$ cat config.mk
export PLATFORM = sky130hd
export DESIGN_NAME = cache_rd_arbiter
export DESIGN_NICKNAME = d
export VERILOG_FILES = /design/src/rtl/cache_rd_arbiter.sv
export SDC_FILE = /design/constraint.sdc
export NUM_CORES = 1
export LEC_CHECK = 0
export CELL_PAD_IN_SITES_DETAIL_PLACEMENT = 0
export CELL_PAD_IN_SITES_GLOBAL_PLACEMENT = 1
export CORE_UTILIZATION = 30
export DETAILED_ROUTE_END_ITERATION = 16
export PLACE_DENSITY = 0.92
export SLEW_MARGIN = 20
export SYNTH_ARGS = -nofsm -noshare
export SYNTH_HDL_FRONTEND = slang
export SYNTH_SLANG_ARGS = --single-unit
$ cat constraint.sdc
create_clock -name clk -period 3.6 [get_ports clk]
set_input_delay 0.72 -clock clk [delete_from_list [all_inputs] [get_ports clk]]
set_output_delay 0.72 -clock clk [all_outputs]
set_load 0.02 [all_outputs]
$ cat src/rtl/cache_rd_arbiter.sv
// Round-robin read arbiter: two requesters (inst, data) share one AXI read
// channel, with a single outstanding transaction and write-hazard blocking.
module cache_rd_arbiter #(
  parameter int         LINE_BEATS = 4,
  parameter logic [2:0] LINE_TYPE  = 3'b100
) (
  input  logic        clk,
  input  logic        reset,
  input  logic        inst_rd_req,
  input  logic [2:0]  inst_rd_type,
  input  logic [31:0] inst_rd_addr,
  output logic        inst_rd_rdy,
  output logic        inst_ret_valid,
  output logic        inst_ret_last,
  output logic [31:0] inst_rdata,
  input  logic        data_rd_req,
  input  logic [2:0]  data_rd_type,
  input  logic [31:0] data_rd_addr,
  output logic        data_rd_rdy,
  output logic        data_ret_valid,
  output logic        data_ret_last,
  output logic [31:0] data_rdata,
  input  logic        wr_pend,
  input  logic [31:0] wr_pend_addr,
  output logic [3:0]  arid,
  output logic [31:0] araddr,
  output logic [7:0]  arlen,
  output logic [2:0]  arsize,
  output logic [1:0]  arburst,
  output logic        arvalid,
  input  logic        arready,
  input  logic [31:0] rdata,
  input  logic        rlast,
  input  logic        rvalid,
  output logic        rready
);

  typedef enum logic [1:0] {IDLE, AR, R} state_e;

  state_e      state_q, state_d;
  logic        last_q;            // 0: inst granted last, 1: data granted last
  logic        id_q;
  logic [31:0] addr_q;
  logic [2:0]  type_q;
  logic        inst_elig, data_elig, gnt_inst, gnt_data, beat;
  logic        inst_rv_q, data_rv_q, inst_rl_q, data_rl_q;
  logic [31:0] inst_rd_q, data_rd_q;
  logic        unused_wr_lo;

  // A read hitting the 16-byte block of a pending write must wait for it.
  assign inst_elig = inst_rd_req & ~(wr_pend & (inst_rd_addr[31:4] == wr_pend_addr[31:4]));
  assign data_elig = data_rd_req & ~(wr_pend & (data_rd_addr[31:4] == wr_pend_addr[31:4]));
  assign unused_wr_lo = ^wr_pend_addr[3:0];

  always_comb begin
    state_d  = state_q;
    gnt_inst = 1'b0;
    gnt_data = 1'b0;
    case (state_q)
      IDLE: begin
        if (inst_elig && data_elig) begin
          gnt_inst = last_q;
          gnt_data = ~last_q;
        end else begin
          gnt_inst = inst_elig;
          gnt_data = data_elig;
        end
        if (gnt_inst || gnt_data) state_d = AR;
      end
      AR:      if (arready) state_d = R;
      R:       if (rvalid && rlast) state_d = IDLE;
      default: state_d = IDLE;
    endcase
  end

  always_ff @(posedge clk) begin
    if (reset) begin
      state_q <= IDLE;
      last_q  <= 1'b0;
      id_q    <= 1'b0;
      addr_q  <= '0;
      type_q  <= '0;
    end else begin
      state_q <= state_d;
      if (gnt_inst || gnt_data) begin
        last_q <= gnt_data;
        id_q   <= gnt_data;
        addr_q <= gnt_data ? data_rd_addr : inst_rd_addr;
        type_q <= gnt_data ? data_rd_type : inst_rd_type;
      end
    end
  end

  assign inst_rd_rdy = gnt_inst;
  assign data_rd_rdy = gnt_data;

  // AR payload is forced to zero outside the AR state.
  assign arvalid = (state_q == AR);
  assign araddr  = arvalid ? addr_q : '0;
  assign arid    = arvalid ? {3'b000, id_q} : '0;
  assign arburst = arvalid ? 2'b01 : 2'b00;
  assign arlen   = (arvalid && type_q == LINE_TYPE) ? 8'(LINE_BEATS - 1) : 8'd0;
  always_comb begin
    arsize = 3'd0;
    if (arvalid) begin
      case (type_q)
        3'd0:    arsize = 3'd0;
        3'd1:    arsize = 3'd1;
        default: arsize = 3'd2;
      endcase
    end
  end

  assign rready = (state_q == R);
  assign beat   = rready & rvalid;

  always_ff @(posedge clk) begin
    if (reset) begin
      inst_rv_q <= 1'b0;
      data_rv_q <= 1'b0;
      inst_rl_q <= 1'b0;
      data_rl_q <= 1'b0;
      inst_rd_q <= '0;
      data_rd_q <= '0;
    end else begin
      inst_rv_q <= beat & ~id_q;
      data_rv_q <= beat & id_q;
      inst_rl_q <= beat & ~id_q & rlast;
      data_rl_q <= beat & id_q & rlast;
      if (beat && !id_q) inst_rd_q <= rdata;
      if (beat &&  id_q) data_rd_q <= rdata;
    end
  end

  assign inst_ret_valid = inst_rv_q;
  assign data_ret_valid = data_rv_q;
  assign inst_ret_last  = inst_rl_q;
  assign data_ret_last  = data_rl_q;
  assign inst_rdata     = inst_rd_q;
  assign data_rdata     = data_rd_q;

endmodule

==> results of run 1 <==
[cell families (layout without fill, tap and decap cells)]
family,Yosys count,count (layout),synth area share (%)
flops,106,106,41.3
compound gates,143,143,16.9
xor+xnor,56,56,9.55
buf+inv,69,309,6.70
simple gates,281,281,25.5
other cells,1,11,0.0730
[registers in the layout (all words and copies together) (netlist names)]
signal,cells
inst_ret_last,1
type_q,3
id_q,1
addr_q,32
data_ret_last,1
inst_rdata,32
inst_ret_valid,1
data_ret_valid,1
data_rdata,32
state_q,2
[power by group through the flow]
stage | sequential, W | combinational [W] | clock [W]
2_1_floorplan | 0.00130 | 0.000372 | 0
3_3_place_gp | 0.00129 | 0.000748 | 0
3_5_place_dp | 0.00130 | 0.000750 | 0
4_1_cts | 0.00127 | 0.000752 | 0.00103
5_1_grt | 0.00128 | 0.000801 | 0.00108
6_report | 0.00127 | 0.000751 | 0.00100
[Yosys cell counts]
cell type,instances
nand2b_1,3
and2_1,33
o21a_1,1
nand2_1,138
nor3_1,35
a22oi_1,1
a311oi_1,34
nor4_2,2
and3_1,3
nor2_1,10
buf_4,13
o21ai_1,8
or2_1,1
a21oi_1,68
conb_1,1
buf_2,5
or2_2,1
a311oi_2,1
dfxtp_1,106
xnor2_1,56
a21o_1,2
nor2b_1,3
nor4_1,2
nand3_1,38
a21oi_2,1
nand4_1,12
inv_1,1
o21ai_0,27
buf_6,4
clkbuf_1,46
[path summary, 6_finish.rpt]
check                                startpoint              to  slack [ps]  cells after the start
worst max-delay path            wr_pend_addr[8]     data_rd_rdy         110                      9
worst min-delay path             inst_rdata[13]  inst_rdata[13]         450                      2
worst max register to register       state_q[1]      addr_q[12]        1450                      7
worst min register to register   inst_rdata[13]  inst_rdata[13]         450                      2
[layout make-up]
class                           count  area share (%)
Clock inverter                      6           0.788
Multi-Input combinational cell    491            33.1
Inverter                            1          0.0454
Sequential cell                   106            25.7
Tap cell                          220            3.33
Clock buffer                       10            2.77
Timing Repair Buffer              292            34.3
[stage by stage]
| stage | std cells | setup slack, ps | area, um^2 | total power, W | utilization [%] |
|---|---|---|---|---|---|
| 2_1_floorplan | 666 | 816 | 5170 | 0.00167 | - |
| 3_3_place_gp | 1110 | -107 | 7970 | 0.00204 | 47.9 |
| 3_5_place_dp | 1110 | -90.7 | 7970 | 0.00205 | 47.9 |
| 4_1_cts | 1126 | 160 | 8260 | 0.00306 | 49.6 |
| 5_1_grt | 1126 | 47.4 | 8260 | 0.00315 | 49.6 |
| 6_report | 1126 | 112 | 8260 | 0.00302 | 49.6 |
[layer usage]
| metal | GRT usage, % | vias to the layer above | part of all wire [%] |
|---|---|---|---|
| met2 | 35.6 | 251 | 48 |
| met4 | 9.20 | 0 | 3.1 |
| met5 | 0 | - | 0 |
| li1 | - | 2718 | - |
| met3 | 5.63 | 31 | 8.9 |
| met1 | 24.9 | 2541 | 40 |
[cells in the final DEF (no fill, tap or decap), drive strengths merged]
cell,synthesis,final
o21a,1,1
inv,1,3
a311oi,35,35
buf,22,47
or2,2,2
nand3,38,38
dlygate4sd2,0,1
a21o,2,2
bufinv,0,1
nand2,138,138
dfxtp,106,106
nor2b,3,3
clkbuf,46,10
a21oi,69,69
and3,3,3
nand4,12,12
o21ai,35,35
clkdlybuf4s50,0,244
conb,1,11
nor2,10,10
nor3,35,35
a22oi,1,1
nand2b,3,3
nor4,4,4
xnor2,56,56
and2,33,33
clkinv,0,3
[worst min-delay path, cell delays in order (launching register included)]
cell,delay [ps]
dfxtp_1,310
nand2_1,50
a21oi_1,50
==> summary.md, run 1 <==
| Metric | Value |
|---|---|
| CP max-delay cell | `clkdlybuf4s50_1` |
| Multi-input logic area | `2740 um^2` |
| Hold violation count in the final report | `0` |
| Internal power | `between 0.002 and 0.0025 W` |
| WL per Instance | `16.6 um` |
| Fill cells | `approximately 1,700` |
| Fin Clk Skew | `10.3 ps` |
| Post-synthesis cell area | `approximately 5100 um^2` |
| Register area | `2120 um^2` |
| Worst min path class | `flip-flop to flip-flop` |
| Inserted Clock Buffers | `9` |
| ANT cells | `0` |
| Post-layout min period | `3490 ps` |
| Power Dens Cells | `366 nW/um^2` |
| P_leak | `2.82 nW` |
| Total net switching power | `0.000871 W` |
| Synth top area share | `between 40% and 50%` |
| Post-synth cell types | `30` |
| Die Ht | `roughly 130 um` |
| Setup TNS | `0 ps` |
| Tcrit/Tclk final | `a little under 100%` |
| Avg Cell Area, Syn | `7.83 um^2` |
| Gr usage total | `about a fifth` |
| Final ANT Viol Nets | `0` |
| Req. time, crit path | `around 2900 ps` |
| Initial antenna violation count | `0` |
| Via density | `4.92` |
| Slowest cell delay on critical path | `between 400 and 500 ps` |
| Largest net degree at the start of global routing | `73` |
| DRT iter0 DRCs | `257` |
| Crit path launch type | `input port` |
| Nets | `between 1,000 and 1,500` |
| Ys Warns | `0` |
| Hold-fix buffers, CTS | `0` |
| Row Count | `47` |
| Critical Path Fanout Max | `2` |
| Vias | `5,541` |
| Outcome | `finished clean` |
| Slew @ Worst Pin | `775 ps` |
| Post-CTS sizing | `1` |
| Remaining DRCs | `0` |
| Full die area | `17,600 um^2` |
| Sw Ratio | `28.8%` |
| Main area contributors after synthesis | `dfxtp_1, nand2_1, xnor2_1, a21oi_1, a311oi_1` |
| Post-CTS Setup Repair Bufs | `0` |
| Clk pwr share | `33.2%` |
| Gpl congestion | `0.903` |
| Core area | `about 17,000 um^2` |
| CTS Sinks | `106` |
| Cell taking the most area after synthesis | `dfxtp_1` |
| Unrepaired setup endpoints after global routing | `no` |
| Clock Tree Buf Depth | `2` |
| Die X | `between 100 and 150 um` |
| Rel. slew slack | `between 40% and 50%` |
| Crit path DAT | `2770 ps` |
| Sequential share of the synthesized area | `41.3%` |
| Worst Setup End Kind | `output port` |
| #FFs+latches synth | `106` |
| Slew Limit Fails | `0` |
| DP HPWL | `13.7 mm` |
| GRT overflow | `0` |
| Fmax | `0.287 GHz` |
| Crit path max-delay family | `buffers and inverters` |
| CTS tree | `yes` |
| Worst path cell trace | `clkdlybuf4s50_1 > xnor2_1 > nand3_1 > nor4_1 > buf_4 > a21o_1 > nand2_1 > inv_1 > dlygate4sd2_1` |
| Io pins | `263` |
| Htree depth | `3` |
| Endpoints failing setup | `0` |
| Cells after Synth | `656` |
| Layout cells sized above 1 | `7.84%` |
| Synthesis-to-layout area growth | `60.8%` |
| Worst path bufs/invs | `4` |
| Hold WS | `about 450 ps` |
| Clk_lat worst skew | `350 ps` |
| Root Driver | `clkbuf_16` |
| Vias in the first global route | `between 5,000 and 6,000` |
| Comb pwr share | `24.8%` |
| Initial Util | `between 30% and 40%` |
| TritonRoute pass-1 iters | `4` |
| Port Buffer Count | `247` |
| First-pass GRT wire length | `28.7 mm` |
| Max_cap viols | `0` |
| Reg power frac | `42.0%` |
| Setup CP Type | `input port to output port` |
| DRT Wirelength | `18.7 mm` |
| Clk pin slew, worst setup/hold paths | `70 ps` |
| VDD IR-drop max | `0.227 mV` |
(Power assumes the default switching activity.)
==> run 2: changes to the inputs <==
CAP_MARGIN = 20   (was unset)
==> results of run 2 <==
Final layout, timing and power as in run 1 (identical DEF).
